--- config.mk ---
export PLATFORM = sky130hd
export DESIGN_NAME = aes_job_scheduler
export DESIGN_NICKNAME = d
export VERILOG_FILES = /design/src/rtl/aes_pkg.sv /design/src/rtl/rr_arbiter.sv /design/src/rtl/aes_job_scheduler.sv
export SDC_FILE = /design/constraint.sdc
export NUM_CORES = 1
export LEC_CHECK = 0
export CAP_MARGIN = 20
export CORE_AREA = 2 2 257 259
export CTS_CLUSTER_SIZE = 28
export DETAILED_ROUTE_END_ITERATION = 16
export DIE_AREA = 0 0 259 261
export PLACE_DENSITY_LB_ADDON = 0.12
export SYNTH_ARGS = -nofsm -noshare
export SYNTH_HDL_FRONTEND = slang
export SYNTH_HIERARCHICAL = 1
export SYNTH_SLANG_ARGS = --single-unit
export TNS_END_PERCENT = 1
--- constraint.sdc ---
create_clock -name clk -period 9.5 [get_ports clk]
set_input_delay 0.95 -clock clk [delete_from_list [all_inputs] [get_ports clk]]
set_output_delay 0.95 -clock clk [all_outputs]
set_load 0.01 [all_outputs]
--- src/rtl/aes_pkg.sv ---
// Shared definitions for the AES job scheduler: key-size codes, round counts,
// FSM state encoding and block width.
package aes_pkg;

  localparam int AES_BLK = 128;

  localparam logic [1:0] KSEL_INV = 2'b00;
  localparam logic [1:0] KSEL_128 = 2'b01;
  localparam logic [1:0] KSEL_192 = 2'b10;
  localparam logic [1:0] KSEL_256 = 2'b11;

  typedef enum logic [1:0] {
    ST_IDLE,
    ST_LAUNCH,
    ST_BUSY,
    ST_RESP
  } state_e;

  // Round count for a key-size code; 0 marks an invalid code.
  function automatic logic [4:0] nr_of(input logic [1:0] ksel);
    case (ksel)
      KSEL_128: nr_of = 5'd10;
      KSEL_192: nr_of = 5'd12;
      KSEL_256: nr_of = 5'd14;
      default:  nr_of = 5'd0;
    endcase
  endfunction

endpackage

--- src/rtl/rr_arbiter.sv ---
// Combinational round-robin arbiter: grants the first requester at or after
// the pointer, wrapping, and reports both a one-hot grant and its index.
module rr_arbiter #(
  parameter int NREQ = 2
) (
  input  logic [NREQ-1:0]         req,
  input  logic [$clog2(NREQ)-1:0] ptr,
  output logic [NREQ-1:0]         grant,
  output logic [$clog2(NREQ)-1:0] idx,
  output logic                    any
);

  localparam int IW = $clog2(NREQ);

  logic [NREQ-1:0] rot;
  int              pos;

  always_comb begin
    // Rotate so that bit 0 is the requester the pointer names.
    rot = NREQ'({req, req} >> ptr);
    idx = '0;
    any = 1'b0;
    pos = 0;
    for (int k = 0; k < NREQ; k++) begin
      if (!any && rot[k]) begin
        pos = int'(ptr) + k;
        if (pos >= NREQ) pos = pos - NREQ;
        idx = IW'(pos);
        any = 1'b1;
      end
    end
    grant = any ? (NREQ'(1) << idx) : '0;
  end

endmodule

--- src/rtl/aes_job_scheduler.sv ---
// Shares one iterative AES engine between NREQ requesters: round-robin intake,
// single-job launch, latency watchdog and a valid/ready response port.
module aes_job_scheduler
  import aes_pkg::*;
#(
  parameter int NREQ  = 2,
  parameter int SLACK = 4
) (
  input  logic                      clk,
  input  logic                      reset,
  input  logic [NREQ-1:0]           req_valid,
  output logic [NREQ-1:0]           req_ready,
  input  logic [NREQ-1:0]           req_decrypt,
  input  logic [2*NREQ-1:0]         req_ksel,
  input  logic [AES_BLK*NREQ-1:0]   req_data,
  output logic                      eng_start,
  output logic                      eng_decrypt,
  output logic [1:0]                eng_ksel,
  output logic [AES_BLK-1:0]        eng_data_in,
  input  logic                      eng_done,
  input  logic [AES_BLK-1:0]        eng_data_out,
  output logic                      rsp_valid,
  input  logic                      rsp_ready,
  output logic [$clog2(NREQ)-1:0]   rsp_id,
  output logic                      rsp_err,
  output logic [AES_BLK-1:0]        rsp_data
);

  localparam int IW = $clog2(NREQ);

  state_e               state_q, state_d;
  logic [IW-1:0]        rr_q, rr_d;
  logic [IW-1:0]        id_q, id_d;
  logic                 dec_q, dec_d;
  logic [1:0]           ksel_q, ksel_d;
  logic [AES_BLK-1:0]   data_q, data_d;
  logic [4:0]           cnt_q, cnt_d;
  logic                 start_q, start_d;
  logic                 rsp_valid_q, rsp_valid_d;
  logic                 rsp_err_q, rsp_err_d;
  logic [AES_BLK-1:0]   rsp_data_q, rsp_data_d;

  logic [NREQ-1:0]      gnt;
  logic [IW-1:0]        gnt_idx;
  logic                 gnt_any;
  logic [1:0]           gnt_ksel;
  logic [4:0]           cnt_inc;
  logic [5:0]           limit;

  rr_arbiter #(.NREQ(NREQ)) u_arb (
    .req   (req_valid),
    .ptr   (rr_q),
    .grant (gnt),
    .idx   (gnt_idx),
    .any   (gnt_any)
  );

  assign gnt_ksel = req_ksel[2*gnt_idx +: 2];
  assign cnt_inc  = (cnt_q == 5'h1f) ? cnt_q : cnt_q + 5'd1;
  assign limit    = 6'(nr_of(ksel_q)) + 6'(SLACK);

  // Grants are withheld while reset is asserted so every output reads 0.
  assign req_ready = (state_q == ST_IDLE && !reset) ? gnt : '0;

  always_comb begin
    // NOTE: every _d starts from its _q (or an idle value) so no path infers a latch.
    state_d     = state_q;
    rr_d        = rr_q;
    id_d        = id_q;
    dec_d       = dec_q;
    ksel_d      = ksel_q;
    data_d      = data_q;
    cnt_d       = cnt_q;
    start_d     = 1'b0;
    rsp_valid_d = rsp_valid_q;
    rsp_err_d   = rsp_err_q;
    rsp_data_d  = rsp_data_q;

    unique case (state_q)
      ST_IDLE: begin
        if (gnt_any) begin
          id_d   = gnt_idx;
          dec_d  = req_decrypt[gnt_idx];
          ksel_d = gnt_ksel;
          data_d = req_data[AES_BLK*gnt_idx +: AES_BLK];
          rr_d   = (int'(gnt_idx) == NREQ - 1) ? '0 : gnt_idx + 1'b1;
          cnt_d  = '0;
          if (gnt_ksel == KSEL_INV) begin
            state_d     = ST_RESP;
            rsp_valid_d = 1'b1;
            rsp_err_d   = 1'b1;
            rsp_data_d  = '0;
          end else begin
            state_d = ST_LAUNCH;
            start_d = 1'b1;
          end
        end
      end
      ST_LAUNCH: state_d = ST_BUSY;
      ST_BUSY: begin
        // cnt_inc is the 1-based index of the current BUSY cycle.
        cnt_d = cnt_inc;
        if (eng_done) begin
          state_d     = ST_RESP;
          rsp_valid_d = 1'b1;
          rsp_err_d   = 1'b0;
          rsp_data_d  = eng_data_out;
        end else if ({1'b0, cnt_inc} >= limit) begin
          state_d     = ST_RESP;
          rsp_valid_d = 1'b1;
          rsp_err_d   = 1'b1;
          rsp_data_d  = '0;
        end
      end
      ST_RESP: begin
        if (rsp_ready) begin
          state_d     = ST_IDLE;
          rsp_valid_d = 1'b0;
        end
      end
    endcase
  end

  // NOTE: sequential state uses non-blocking assignments only, so every flop
  // samples the values computed before this edge.
  always_ff @(posedge clk or posedge reset) begin
    if (reset) begin
      state_q     <= ST_IDLE;
      rr_q        <= '0;
      id_q        <= '0;
      dec_q       <= 1'b0;
      ksel_q      <= KSEL_INV;
      data_q      <= '0;
      cnt_q       <= '0;
      start_q     <= 1'b0;
      rsp_valid_q <= 1'b0;
      rsp_err_q   <= 1'b0;
      rsp_data_q  <= '0;
    end else begin
      state_q     <= state_d;
      rr_q        <= rr_d;
      id_q        <= id_d;
      dec_q       <= dec_d;
      ksel_q      <= ksel_d;
      data_q      <= data_d;
      cnt_q       <= cnt_d;
      start_q     <= start_d;
      rsp_valid_q <= rsp_valid_d;
      rsp_err_q   <= rsp_err_d;
      rsp_data_q  <= rsp_data_d;
    end
  end

  assign eng_start   = start_q;
  assign eng_decrypt = dec_q;
  assign eng_ksel    = ksel_q;
  assign eng_data_in = data_q;
  assign rsp_valid   = rsp_valid_q;
  assign rsp_id      = id_q;
  assign rsp_err     = rsp_err_q;
  assign rsp_data    = rsp_data_q;

endmodule

Yosys cells after proc, flatten, opt, wreduce, memory -nomap -nowiden --
Cells that the tools add are included.
Cells by class: shift operators 4, $lt $le $gt $ge 4, mux-type cells 37, equality and inequality tests 11, reduce and logical (&&, ||, !) cells 13, $add $sub $neg 6
Operators with widths (count):
- 128-bit 2-to-1 mux | 4
- 128-bit one-hot mux with 2 select lines | 1
- 256-bit by 9-bit variable part select with 128-bit output | 1
- 1-bit 2-to-1 mux | 18
- 2-bit 2-to-1 mux | 7
- 4-bit one-hot mux with 3 select lines | 1
- 5-bit 2-to-1 mux | 2
- 5-bit one-hot mux with 2 select lines | 1
- 2-bit equality test, second input constant | 4
- 2-bit one-hot mux with 4 select lines | 1
- 5-bit by 3-bit adder with 6-bit output, second input constant | 1
- 5-bit by 6-bit greater-or-equal comparator with 1-bit output | 1
- 5-bit by 1-bit adder with 5-bit output, second input constant | 1
- 5-bit equality test, second input constant | 1
- 5-bit AND reduction | 1
- 2-bit by 1-bit equality test with 1-bit output, second input constant | 2
- 2-bit logical NOT | 2
- 2-bit != test, second input constant | 2
- 2-bit AND reduction | 2
- 4-bit AND reduction | 1
- 4-bit by 3-bit variable part select with 2-bit output | 1
- 4-bit by 1-bit right shift with 2-bit output | 1
- 3-bit != test, second input constant | 1
- 1-bit one-hot mux with 3 select lines | 1
- other kinds (14) | 17
Storage, ports and cells: register bits 271, output and inout port bits 265, word-level logic and storage cells 86, bits of input ports 396

Longest topological paths before layout --
depth after elaboration 10, gate-level depth with buffers 13, mapped depth without buffers 10

By module --
The synthesis kept the hierarchy.
Modules (own cells, without submodules):
- aes_job_scheduler | area each 12884.9 µm², cells an instance 1091, instances 1, sequential area each 6781.5 µm²
- rr_arbiter | area each 32.5 µm², cells an instance 5, instances 1, sequential area each 0.0 µm²

Worst setup path before layout --
OpenSTA, ideal clock, no wires.
path type input port to output port, start input reset, end output req_ready[0], cell stages on the path 2, buffers on the path 0, data required time 8550 ps, arrival 7324 ps, slack 1226 ps, cell sequence inv_1 and3_1
Between the ends: word-level cells in the longest chain between the ends 3
Ends and longest elaborated chain:
- start, declared | RTL line aes_job_scheduler.sv:10 | input logic reset,
- 1-bit logical NOT (no line)
- 1-bit logical AND | RTL line aes_job_scheduler.sv:63 | assign req_ready = (state_q == ST_IDLE && !reset) ? gnt : '0;
- 2-bit 2-to-1 mux | RTL line aes_job_scheduler.sv:63
- end, declared | RTL line aes_job_scheduler.sv:12 | output logic [NREQ-1:0] req_ready,
No other way between the ends.

Final worst setup path --
start register cnt_q[0], end register rsp_data_q[113] (netlist: rsp_data[113])
Between the ends: word-level cells in the longest chain between the ends 5, elaborated cells between the ends (all ways) 6, those cells by class 1 x add/sub; 1 x order compare; 2 x eq/ne; 1 x mux; 1 x reduce/logical
Ends and longest elaborated chain:
- start, declared | RTL line aes_job_scheduler.sv:37 | logic [4:0] cnt_q, cnt_d;
- start signal, assigned | RTL line aes_job_scheduler.sv:146 | cnt_q <= cnt_d;
- 5-bit by 1-bit adder with 5-bit output / 5-bit equality test (equally long branches) | RTL line aes_job_scheduler.sv:59 | assign cnt_inc = (cnt_q == 5'h1f) ? cnt_q : cnt_q + 5'd1;
- 5-bit 2-to-1 mux (*) | RTL line aes_job_scheduler.sv:59
- 5-bit by 6-bit greater-or-equal comparator with 1-bit output (*) | RTL line aes_job_scheduler.sv:108 | end else if ({1'b0, cnt_inc} >= limit) begin
- 3-bit != test (no line) (*)
- 4-bit AND reduction (no line) (*)
- end signal, assigned | RTL line aes_job_scheduler.sv:150 | rsp_data_q <= rsp_data_d;
- end, declared | RTL line aes_job_scheduler.sv:41 | logic [AES_BLK-1:0] rsp_data_q, rsp_data_d;
Mark *: on every way between the ends. The rest lies on a longest branch, timed or not. A chain may end at the register's enable or synchronous reset.

==> results.sh <==
export IMPL_nFillCells=6569
export IMPL_drc=0
export IMPL_path_clk_slew_ns=0.06
export IMPL_synth_distinct_cells=41
export IMPL_status="finished, final reports clean"
export IMPL_dieArea_sq_um=67600
export IMPL_ys_seq_area_share_pct=52.50
export IMPL_drtIter0Drc=458
export IMPL_cp_data_required_time_ns=9.91
export IMPL_finClkSkew_ns=0.009995
export IMPL_start_util_pct=19.86
export IMPL_reg2reg_to="rsp_data[113]"
export IMPL_cp_max_fo=57
export IMPL_worstPathCellList="ha_1, a21boi_1, a41oi_1, ha_1, a21o_1, a221oi_2, or3_4, buf_4, mux2_4"
export IMPL_ctsResizeCount=0
export IMPL_ys_seq_elements=271
export IMPL_nets=2117
export IMPL_hold_path_end="eng_decrypt"
export IMPL_post_drt_wl_per_cell_um=18.96
export IMPL_fmax_mhz=245.7
export IMPL_pin_count=661
export IMPL_antenna_found_initial=3
export IMPL_rows=94
export IMPL_port_buffers=660
export IMPL_hpwl_mm=36.18
export IMPL_min_from="eng_decrypt"
export IMPL_synth_top_flop_cell="dfrtp_1"
export IMPL_cpMaxStageDelayCell="buf_4"
export IMPL_synth_nets=1501
export IMPL_final_antenna_net_count=0
export IMPL_h_tree_depth=2
export IMPL_p_int_uw=4294
export IMPL_power_frac_comb_pct=50.1
export IMPL_p_seq_share_pct=30.5
export IMPL_cp_start_kind="register"
export IMPL_finalPower_uw=6648
export IMPL_vias_per_cell=4.017
export IMPL_final_min_clock_period_ns=4.069
export IMPL_drv_cap=0
export IMPL_swShare_pct=35.41
export IMPL_timing_critical_path_mode_cell="ha_1"
export IMPL_r2r_cells=9
export IMPL_finalSetupTns_ns=0
export IMPL_holdBufCountCts=0
export IMPL_drive_gt1_share_pct=10.09
export IMPL_postSynth_asyncResetShare_pct=100.0
export IMPL_synth_edf_count=0
export IMPL_syn2layout_area_growth_pct=65.47
export IMPL_p_clk_share_pct=19.3
export IMPL_die_h_um=261
export IMPL_cts_setup_buffers=0
export IMPL_rrSetupSlack_ns=5.43
export IMPL_timing_final_crit_share_pct=42.83
export IMPL_syn_inst=1096
export IMPL_clock_sinks=271
export IMPL_design_area_sq_um=21370
export IMPL_core_area_sq_um=65040
export IMPL_reg2reg_from="cnt_q[0]"
export IMPL_grt_max_degree=221
export IMPL_p_leak_uw=0.009833
export IMPL_yosysTopAreaCellShare_pct=52.50
export IMPL_tritoncts_num_buffers=36
export IMPL_die_w_um=259
export IMPL_maxSlewViolCount=0
export IMPL_clock_latency_ns=0.52
export IMPL_grt_ovfl_total=0
export IMPL_slew_headroom_pct=24.22
export IMPL_hold_slack_ns=0.4802
export IMPL_peakVddDrop_uv=184.0
export IMPL_cp_data_arrival_time_ns=4.48
export IMPL_p_switching_uw=2354
export IMPL_root_buffer="clkbuf_16"
export IMPL_synth_most_common_cell="dfrtp_1"
export IMPL_grt_pass1_vias=11217
export IMPL_rsz0062_at_grt="false"
export IMPL_power_density_nw_per_um2=311.0
export IMPL_synth_area_per_cell_sq_um=11.79
export IMPL_setup_viol=0
export IMPL_cts_tree="built"
export IMPL_synthTopCellsByCount="dfrtp_1 (271), nand2_1 (141), o21ai_1 (137)"
export IMPL_critPathKind="register to register"
export IMPL_worst_pin_slew_ns=1.137
export IMPL_finalHoldViolations=0
export IMPL_hold_class="register to register"
export IMPL_dr_pass1_iters=4
export IMPL_vias=10449
export IMPL_clock_path_buffers=3
export IMPL_yosys_warnings=6
export IMPL_synth_area_sq_um=12920
export IMPL_synth_area_leader_cell="dfrtp_1"
export IMPL_placed_cell_area_sq_um=20290
export IMPL_cpPeakStageDelay_ns=0.83
export IMPL_grt_pass1_wl_mm=72.14
export IMPL_holdPathStages=2
export IMPL_globalplace_congestion=0.7509
export IMPL_drt_total_wl_mm=49.31
export IMPL_end_kind="register"
export IMPL_grtUsageTotal_pct=14.11
export IMPL_synthTopCellsByArea="dfrtp_1 (52%), mux2_4 (13%), mux2i_1 (10%)"
cell usage in the layout, fill, tap and decap left out, drive strengths merged, types with 4 or more instances in the layout:
master         netlist  routed
mux2i              133     133
and3               130     130
o21ai              138     138
ha                   9       9
nand2              141     141
dfrtp              271     271
buf                 20      11
mux2               130     130
clkbuf              72      55
nor2                 4       4
a21boi               4       4
inv                  9       9
nand3                4       4
clkdlybuf4s50        0     659
cell type report:
cell class / instances / area, sq um / share of cell area (%)
sequential: 271 / 6782 / 31.73
timing repair buffer: 670 / 6701 / 31.35
inverter: 9 / 41.29 / 0.1932
antenna: 3 / 7.507 / 0.03512
clock inverter: 5 / 52.55 / 0.2459
clock buffer: 55 / 1023 / 4.788
tap: 864 / 1081 / 5.058
multi-input combinational: 724 / 5685 / 26.60
logic make-up (layout without fill, tap and decap cells):
logic type	after synthesis	in the layout	synth area share (%)
AOI/OAI and AO/OA	158	158	6.577
xor gates and xnor gates	2	2	0.1356
adders and majority gates	9	9	0.8718
buffers and inverters	101	739	3.729
DFF	271	271	52.50
muxes	263	263	24.81
other	0	3	0
and+or+nand+nor	292	292	11.38
flip-flops by register name, indices dropped and copies added, names as in the netlist:
| signal | count |
|---|---|
| rsp_valid | 1 |
| eng_data_in | 128 |
| cnt_q | 5 |
| eng_decrypt | 1 |
| eng_ksel | 2 |
| rsp_err | 1 |
| state_q | 2 |
| eng_start | 1 |
| rsp_id | 1 |
| rr_q | 1 |
| rsp_data | 128 |
worst max path at each step:
stage | to | cells past startpoint | startpoint | slack (ns)
after floorplan | cnt_q[0] | 1 | reset | 1.06
after global placement | rsp_data[7] | 5 | reset | 5.13
after detailed placement | rsp_data[7] | 5 | reset | 5.13
after CTS | rsp_data[28] | 9 | cnt_q[0] | 5.42
after global routing | rsp_data[28] | 9 | cnt_q[0] | 5.19
final | rsp_data[113] | 9 | cnt_q[0] | 5.43
metrics by stage:
step / util (%) / setup WS [ns] / std cells
3_5_place_dp: 31.20 / 5.131 / 2538
4_1_cts: 32.85 / 5.415 / 2598
5_1_grt: 32.86 / 5.191 / 2601
3_3_place_gp: 31.20 / 5.131 / 2538
2_1_floorplan: - / 1.059 / 1096
6_report: 32.86 / 5.431 / 2601
power groups by stage:
stage	combinational, uW	sequential, uW	clock [uW]
finish	3330	2030	1290
global route	3600	2110	1390
CTS	3410	2040	1350
detailed placement	3410	2040	0
global placement	3410	2040	0
floorplan	1500	2250	0
layer usage:
layer	share of wire [%]	GRT usage, %
met5	0	0
met3	9.2	5.120
met2	49	23.99
met1	40	16.60
met4	1.9	4.335
worst max-delay path: cells and delay by family (launching register included):
| kind | cells | cell delay, ns |
|---|---|---|
| mux | 1 | 0.35 |
| flops | 1 | 0.44 |
| buf+inv | 1 | 0.83 |
| simple gates | 1 | 0.50 |
| fa+ha+maj | 2 | 0.65 |
| compound gates | 4 | 1.02 |
Power figures use the tool's default switching activity.
